===== src/rtl/operand_fetch_stage_pkg.sv =====
// operand_fetch_stage_pkg: ALU control encodings, default widths and immediate sign-extension.
package operand_fetch_stage_pkg;
    localparam int OF_DATA_W = 32;
    localparam int OF_ADDR_W = 5;
    localparam int OF_IMM_W  = 16;

    typedef enum logic [2:0] {
        GIN_AND = 3'b000,
        GIN_OR  = 3'b001,
        GIN_ADD = 3'b010,
        GIN_SLL = 3'b011,
        GIN_NOR = 3'b100,
        GIN_SUB = 3'b110,
        GIN_SLT = 3'b111
    } gin_t;

    function automatic logic [OF_DATA_W-1:0] sext(input logic [OF_IMM_W-1:0] imm);
        return {{(OF_DATA_W-OF_IMM_W){imm[OF_IMM_W-1]}}, imm};
    endfunction
endpackage


===== src/rtl/mips_regfile.sv =====
// mips_regfile: 2-read/1-write register file, R0 hardwired to zero.
// OPERAND_BYPASS_EN forwards a same-cycle writeback to the read ports.
module mips_regfile
    import operand_fetch_stage_pkg::*;
#(
    parameter int DATA_W = OF_DATA_W,
    parameter int ADDR_W = OF_ADDR_W
) (
    input  logic              clk,
    input  logic              rst_n,
    input  logic              wb_en,
    input  logic [ADDR_W-1:0] wb_addr,
    input  logic [DATA_W-1:0] wb_data,
    input  logic [ADDR_W-1:0] rs,
    input  logic [ADDR_W-1:0] rt,
    output logic [DATA_W-1:0] rs_data,
    output logic [DATA_W-1:0] rt_data
);
    logic [DATA_W-1:0] regs [2**ADDR_W];

    always_ff @(posedge clk or negedge rst_n) begin
        if (!rst_n)
            for (int i = 0; i < 2**ADDR_W; i++) regs[i] <= '0;
        else if (wb_en && wb_addr != '0)
            regs[wb_addr] <= wb_data;
    end

`ifdef OPERAND_BYPASS_EN
    assign rs_data = (rs == '0) ? '0 : (wb_en && wb_addr == rs) ? wb_data : regs[rs];
    assign rt_data = (rt == '0) ? '0 : (wb_en && wb_addr == rt) ? wb_data : regs[rt];
`else
    assign rs_data = (rs == '0) ? '0 : regs[rs];
    assign rt_data = (rt == '0) ? '0 : regs[rt];
`endif
endmodule


===== src/rtl/operand_fetch_stage.sv =====
// operand_fetch_stage: register read, operand select and ID/EX register feeding the ALU.
// Build option OPERAND_BYPASS_EN enables same-cycle writeback forwarding in the register file.
module operand_fetch_stage
    import operand_fetch_stage_pkg::*;
#(
    parameter int DATA_W = OF_DATA_W,
    parameter int ADDR_W = OF_ADDR_W,
    parameter int IMM_W  = OF_IMM_W
) (
    input  logic              clk,
    input  logic              rst_n,
    input  logic              id_valid,
    output logic              id_ready,
    input  logic [ADDR_W-1:0] id_rs,
    input  logic [ADDR_W-1:0] id_rt,
    input  logic [IMM_W-1:0]  id_imm,
    input  logic [4:0]        id_shamt,
    input  logic              id_use_imm,
    input  logic              id_use_shamt,
    input  logic [2:0]        id_gin,
    input  logic              flush,
    output logic              ex_valid,
    input  logic              ex_ready,
    output logic [DATA_W-1:0] ex_a,
    output logic [DATA_W-1:0] ex_b,
    output logic [2:0]        ex_gin,
    input  logic              wb_en,
    input  logic [ADDR_W-1:0] wb_addr,
    input  logic [DATA_W-1:0] wb_data
);
    logic [DATA_W-1:0] rs_data, rt_data, op_a, op_b;
    logic              xfer;

    mips_regfile #(.DATA_W(DATA_W), .ADDR_W(ADDR_W)) u_regfile (
        .clk    (clk),
        .rst_n  (rst_n),
        .wb_en  (wb_en),
        .wb_addr(wb_addr),
        .wb_data(wb_data),
        .rs     (id_rs),
        .rt     (id_rt),
        .rs_data(rs_data),
        .rt_data(rt_data)
    );

    assign id_ready = !flush && (!ex_valid || ex_ready);
    assign xfer     = id_valid && id_ready;
    assign op_a     = id_use_shamt ? {{(DATA_W-5){1'b0}}, id_shamt} : rs_data;
    assign op_b     = id_use_imm ? sext(id_imm) : rt_data;

    // Flush outranks stall; data registers only move on a transfer.
    always_ff @(posedge clk or negedge rst_n) begin
        if (!rst_n) begin
            ex_valid <= 1'b0;
            ex_a     <= '0;
            ex_b     <= '0;
            ex_gin   <= 3'b000;
        end else begin
            ex_valid <= flush ? 1'b0 : xfer ? 1'b1 : ex_ready ? 1'b0 : ex_valid;
            if (xfer) begin
                ex_a   <= op_a;
                ex_b   <= op_b;
                ex_gin <= id_gin;
            end
        end
    end
endmodule


===== config.mk =====
export PLATFORM = sky130hd
export DESIGN_NAME = operand_fetch_stage
export DESIGN_NICKNAME = d
export VERILOG_FILES = /design/src/rtl/operand_fetch_stage_pkg.sv /design/src/rtl/mips_regfile.sv /design/src/rtl/operand_fetch_stage.sv
export SDC_FILE = /design/constraint.sdc
export NUM_CORES = 2
export LEC_CHECK = 0
export ABC_CLOCK_PERIOD_IN_PS = 3200
export CORE_ASPECT_RATIO = 0.8
export CORE_MARGIN = 1
export CORE_UTILIZATION = 60
export DETAILED_ROUTE_END_ITERATION = 16
export GPL_TIMING_DRIVEN = 1
export PLACE_DENSITY = 0.78
export SYNTH_ARGS = -nofsm -noshare
export SYNTH_HDL_FRONTEND = slang
export SYNTH_SLANG_ARGS = --single-unit

===== constraint.sdc =====
create_clock -name clk -period 3.2 [get_ports clk]
set_clock_uncertainty 0.15 [all_clocks]
set_input_delay 0.64 -clock clk [delete_from_list [all_inputs] [get_ports clk]]
set_output_delay 0.64 -clock clk [all_outputs]
set_load 0.05 [all_outputs]

* Word level (Yosys, flattened, before mapping) *
Index checks and enable logic that the tools add are counted.

word-level totals
  flip-flop bits (word level) = 1092
  input port bits = 79
  output and inout bits = 69
  logic and storage cells = 70

cells by class
  order comparisons = 4
  multiplexer cells = 16
  bitwise logic cells = 3
  reductions and logical operators = 11

operators with widths
  kind                count
  $bwmux 1024         1
  $bmux 32 s5         2
  $mux 32             9
  $demux 32 s5        1
  $ge 6x6->1 const B  3
  $not 5->6           3
  $logic_not 5->1     2
  $lt 6x1->1 const B  1
  $reduce_bool 5->1   1
  $logic_and 1x1->1   4
  $mux 1              3
  $reduce_bool 3->1   1
  $logic_not 1->1     2
  $logic_or 1x1->1    1

* Longest topological paths before layout *
  depth in word-level cells = 6
  depth in mapped cells = 10
  mapped depth without buffers = 5

* Hierarchy *
Synthesis repeated with hierarchy kept, for this count alone.

second synthesis, totals
  cells, all modules = 3751
  area, all modules = 57154.8 um^2

modules (own cells, without submodules)
  module               times used  cells each  area each (um^2)  sequential area each (um^2)
  mips_regfile         1           3514        54019.3           25624.6
  operand_fetch_stage  1           237         3135.5            1701.6

* Worst setup path before layout *
No wires, ideal clock.

  path type = input to register
  from = input id_rs[0]
  to = register ex_a[30]
  setup time = 0.135 ns
  data arrival time = 2.307 ns
  data required time = 2.915 ns
  setup slack = 0.608 ns
  cell stages on the path = 7
  path buffers = 3
  path through = buf_2 buf_4 buf_2 mux4_2 mux2_2 a22oi_1 o211ai_1

on the way
  cells in the longest elaborated chain, start to end = 6
  elaborated cells between the ends (all ways) = 7
  classes of those cells = mux (5); bitwise (1); reduce/logical (1)

RTL lines
  element                                     RTL line                   text
  start, declared                             operand_fetch_stage.sv:14  input logic [ADDR_W-1:0] id_rs,
  $not 5->6 (implied by the code)             mips_regfile.sv:32         assign rs_data = (rs == '0) ? '0 : regs[rs];
  $bmux 32 s5                                 mips_regfile.sv:32
  $mux 32 (implied by the code) (2 in a row)  mips_regfile.sv:32
  $mux 32 (*)                                 mips_regfile.sv:32
  $mux 32 (*)                                 operand_fetch_stage.sv:48  assign op_a = id_use_shamt ? {{(DATA_W-5){1'b0}}, id_shamt} : rs_data;
  end signal, assigned                        operand_fetch_stage.sv:61  ex_a <= op_a;
  end, declared                               operand_fetch_stage.sv:24  output logic [DATA_W-1:0] ex_a,

Every way passes the cells marked *; elsewhere a longest branch is shown, timed or not. The select of a mux whose other input is x is not followed.
A chain may end at the register's enable or synchronous reset.

* Worst setup path in the final report *
  from = register ex_b[23]
  to = output ex_b[23]

RTL lines
  element                 RTL line                   text
  start, declared         operand_fetch_stage.sv:25  output logic [DATA_W-1:0] ex_b,
  start signal, assigned  operand_fetch_stage.sv:62  ex_b <= op_b;

No word-level cell between the ends.

==> impl_summary.log <==
INFO  metric status = complete, no violations
INFO  metric layout-area-overhead-vs-synth = 14.04%
INFO  metric period_needed = 2858 ps
INFO  metric yosys-mux-area-fraction = 41.89%
INFO  metric postSynthNetCount = 4117
INFO  metric ctsLongestPathBuffers = 3
INFO  metric cts_root_buf = sky130_fd_sc_hd__clkbuf_16
INFO  metric worstSetupEndpointType = output port
INFO  metric timing_worst_setup_path_type = reg2out
INFO  metric period_share = 89.31%
INFO  metric cts_num_sinks = 1092
INFO  metric postSynthAreaPerCell = 14.35 µm²
INFO  metric cts.clk_slew.worst_paths = 60 ps
INFO  metric crit_path_cell_trace = clkdlybuf4s50_1
INFO  metric clock_insertion_delay_worst_skew = 700 ps
INFO  metric combinational_family_with_the_most_area_after_synthesis = multiplexers
INFO  metric cellPowerDensity = 619.1 nW/µm²
INFO  metric tritoncts.num_buffers = 109
INFO  metric synth_async_sr_flop_share = 100.0%
INFO  metric timing.critical_path.depth = 1
INFO  metric synthTopCellsByCount = 1117 x sky130_fd_sc_hd__mux2_2, 1092 x sky130_fd_sc_hd__dfrtp_1, 415 x sky130_fd_sc_hd__mux4_2
INFO  metric endpoint = ex_b[23]
INFO  metric finalWeightedCongestion = 0.8558
INFO  metric boundaryPins = 148
INFO  metric cp-start-kind = flip-flop
INFO  metric fillers = 6410
INFO  metric slew_viol_final = 0
INFO  metric place_hpwl = 106300 µm
INFO  metric synth_compound_area_share = 4.450%
INFO  metric placementRows = 101
INFO  metric path_max_fanout = 2
INFO  metric cts_setup_buffers = 0
INFO  metric fin_cells = 5480
INFO  metric placement.io_buffers = 147
INFO  metric grt.total_usage = 36.37%
INFO  metric totalNegativeSetupSlack = 0 ps
INFO  metric wl = 175200 µm
INFO  metric final_core_util = 69.33%
INFO  metric r2r_slack = 960 ps
INFO  metric yosys.area.top_type = sky130_fd_sc_hd__dfrtp_1
INFO  metric drt.antenna.violating_nets = 0
INFO  metric htree_num_levels = 3
INFO  metric tightest_slew = 1040 ps
INFO  metric num-nets-final = 4187
INFO  metric cp.buffers_inverters = 1
INFO  metric maximum_number_of_pins_on_one_net_before_global_route_repair = 96
INFO  metric worst_path_dominant_cell_family = buffers and inverters
INFO  metric tritoncts = done
INFO  metric post_drt_wl_per_cell = 31.96 µm
INFO  metric number_of_enable_flip_flop_cells_after_synthesis = 0
INFO  metric synth.yosys.warnings = 0
INFO  metric rr_startpoint = ex_valid
INFO  metric area.sequential = 27330 µm²
INFO  metric via_count_of_the_first_global_routing_pass = 39140
INFO  metric multi_input_area = 28780 µm²
INFO  metric critical_path_required = 2410 ps
INFO  metric drt_pre_antenna_iters = 6
INFO  metric floorplan.die_area = 97800 µm²
INFO  metric yosys.area_share.adder = 0%
INFO  metric route.detailed.vias_per_inst = 7.084
INFO  metric cp_slowest_stage_delay = 890 ps
INFO  metric drive_above_1_share = 48.95%
INFO  metric rr_worst_depth = 6
INFO  metric synth_simple_gate_area_share = 2.957%
INFO  metric cp_slowest_cell = sky130_fd_sc_hd__clkdlybuf4s50_1
INFO  metric netlist-cell-type-count = 53
INFO  metric die_width = 349.4 µm
INFO  metric grt_setup_unrepaired = false
INFO  metric synth_area_leaders = sky130_fd_sc_hd__dfrtp_1 47%, sky130_fd_sc_hd__mux2_2 22%, sky130_fd_sc_hd__mux4_2 16%
INFO  metric hold_path_class = reg2reg
INFO  metric vdd.ir_drop.worst = 0.0006400 V
INFO  metric grt.overflow.total = 0
INFO  metric postSynthRegisterBits = 1092
INFO  metric fp.dieH = 279.9 µm
INFO  metric synthFlopType = sky130_fd_sc_hd__dfrtp_1
INFO  metric yosysMostFrequentCell = sky130_fd_sc_hd__mux2_2
INFO  metric cp.arrival = 2070 ps
INFO  metric setup_viol_count_final = 0
INFO  metric core_area = 95280 µm²
INFO  metric post_synth_xor_area_fraction = 0%
INFO  metric place_area = 62370 µm²
INFO  metric max_cap_viol_count = 0
INFO  metric seq_area_frac_synth = 47.17%
INFO  metric total_leakage_power = 28.64 nW
INFO  metric synthCells = 4038
INFO  metric number_of_antenna_violations_at_the_first_check_in_global_routing = 4
INFO  metric drt_iter0_markers = 4485
INFO  metric fin_hold_ws = 242.2 ps
INFO  metric maxSlewHeadroom = 30.45%
INFO  metric remaining_drc_errors = 0
INFO  metric routed-via-count = 38820
INFO  metric r2r-end = ex_b[31]
INFO  metric placedCellCount = 5283
INFO  metric achievable-frequency = 349.9 MHz
INFO  metric post-synth-top-area-fraction = 47.17%
INFO  metric finish.instance_area = 66060 µm²
INFO  metric hold_violations = 0
INFO  metric first_pass_grt_wire_length = 260500 µm
INFO  metric netlist_area = 57930 µm²
INFO  metric floorplan.initialDensity = 60.79%
INFO  metric cp-startpoint = ex_b[23]
==> metrics by stage <==
stage	setup WS (ps)	power [W]
finish	342.0	0.04089
global route	316.5	0.04233
CTS	317.3	0.04082
detailed placement	194.3	0.02755
global placement	235.6	0.02710
floorplan	607.9	0.02456
==> how the worst min path moves through the flow <==
stage                    startpoint                    to  slack (ps)  depth (start not counted)
4_1_cts        u_regfile.regs[1018]  u_regfile.regs[1018]         250                          0
6_report       u_regfile.regs[1004]  u_regfile.regs[1004]         240                          0
3_5_place_dp   u_regfile.regs[1000]  u_regfile.regs[1000]         230                          0
5_1_grt        u_regfile.regs[1018]  u_regfile.regs[1018]         250                          0
3_3_place_gp    u_regfile.regs[999]   u_regfile.regs[999]         230                          0
2_1_floorplan                 rst_n               ex_a[0]         190                          0
==> metal layers <==
layer,GRT usage (%),routed length (µm)
met5,0,19
met3,10.56,20610
met4,11.44,5552
met2,52.63,78200
met1,53.29,70780
==> kinds of logic (layout without fill, tap and decap cells) <==
| logic type | after synthesis | in the layout |
|---|---|---|
| buffers and inverters | 468 | 620 |
| AOI/OAI and AO/OA | 356 | 356 |
| and+or+nand+nor | 356 | 356 |
| other | 0 | 3 |
| DFF | 1092 | 1092 |
| muxes | 1766 | 1766 |
==> timing repair <==
item	in CTS	in global routing
endpoints found under the hold margin	36	0
resized for setup	0	0
hold buffers	1	0
==> state kept, by name, summed over array words and instances, names as in the netlist <==
name / cells
ex_a: 32
ex_b: 32
ex_gin: 3
ex_valid: 1
u_regfile.regs: 1024
==> power breakdown <==
part / leakage [nW] / switching, W / internal, W
clock network: 1.79 / 0.00563 / 0.00769
logic: 12.8 / 0.00389 / 0.00518
registers: 14.0 / 0.00207 / 0.0164
total: 28.6 / 0.0116 / 0.0293
==> cell type report <==
cell class	instances	area share (%)
tap	1287	2.438
multi-input combinational	2478	43.57
clock buffer	152	4.741
sequential	1092	41.37
antenna	3	0.01136
inverter	29	0.1648
clock inverter	41	0.8107
timing repair buffer	398	6.895
==> layout by cell type (no fill, tap or decap), drive strengths merged, types with 4 or more instances in the layout <==
cell           instances
o21ai                 22
o21bai                 4
inv                   30
clkdlybuf4s50        136
or3                   34
o211ai                58
clkinv                22
nor2                  99
mux2                1117
o221ai                 4
nand2b                 4
nand2                108
clkbuf               152
dfrtp               1092
mux2i                234
nand3                 55
buf                  261
mux4                 415
o221a                 20
nor2b                  5
bufinv                11
o22ai                 22
nand3b                12
a21oi                 60
a221oi                17
nor3b                  5
a22oi                108
clkinvlp               7
nor3                   5
and3                  16
a31oi                 15
o21ba                 17
Power figures use the tool's default switching activity.
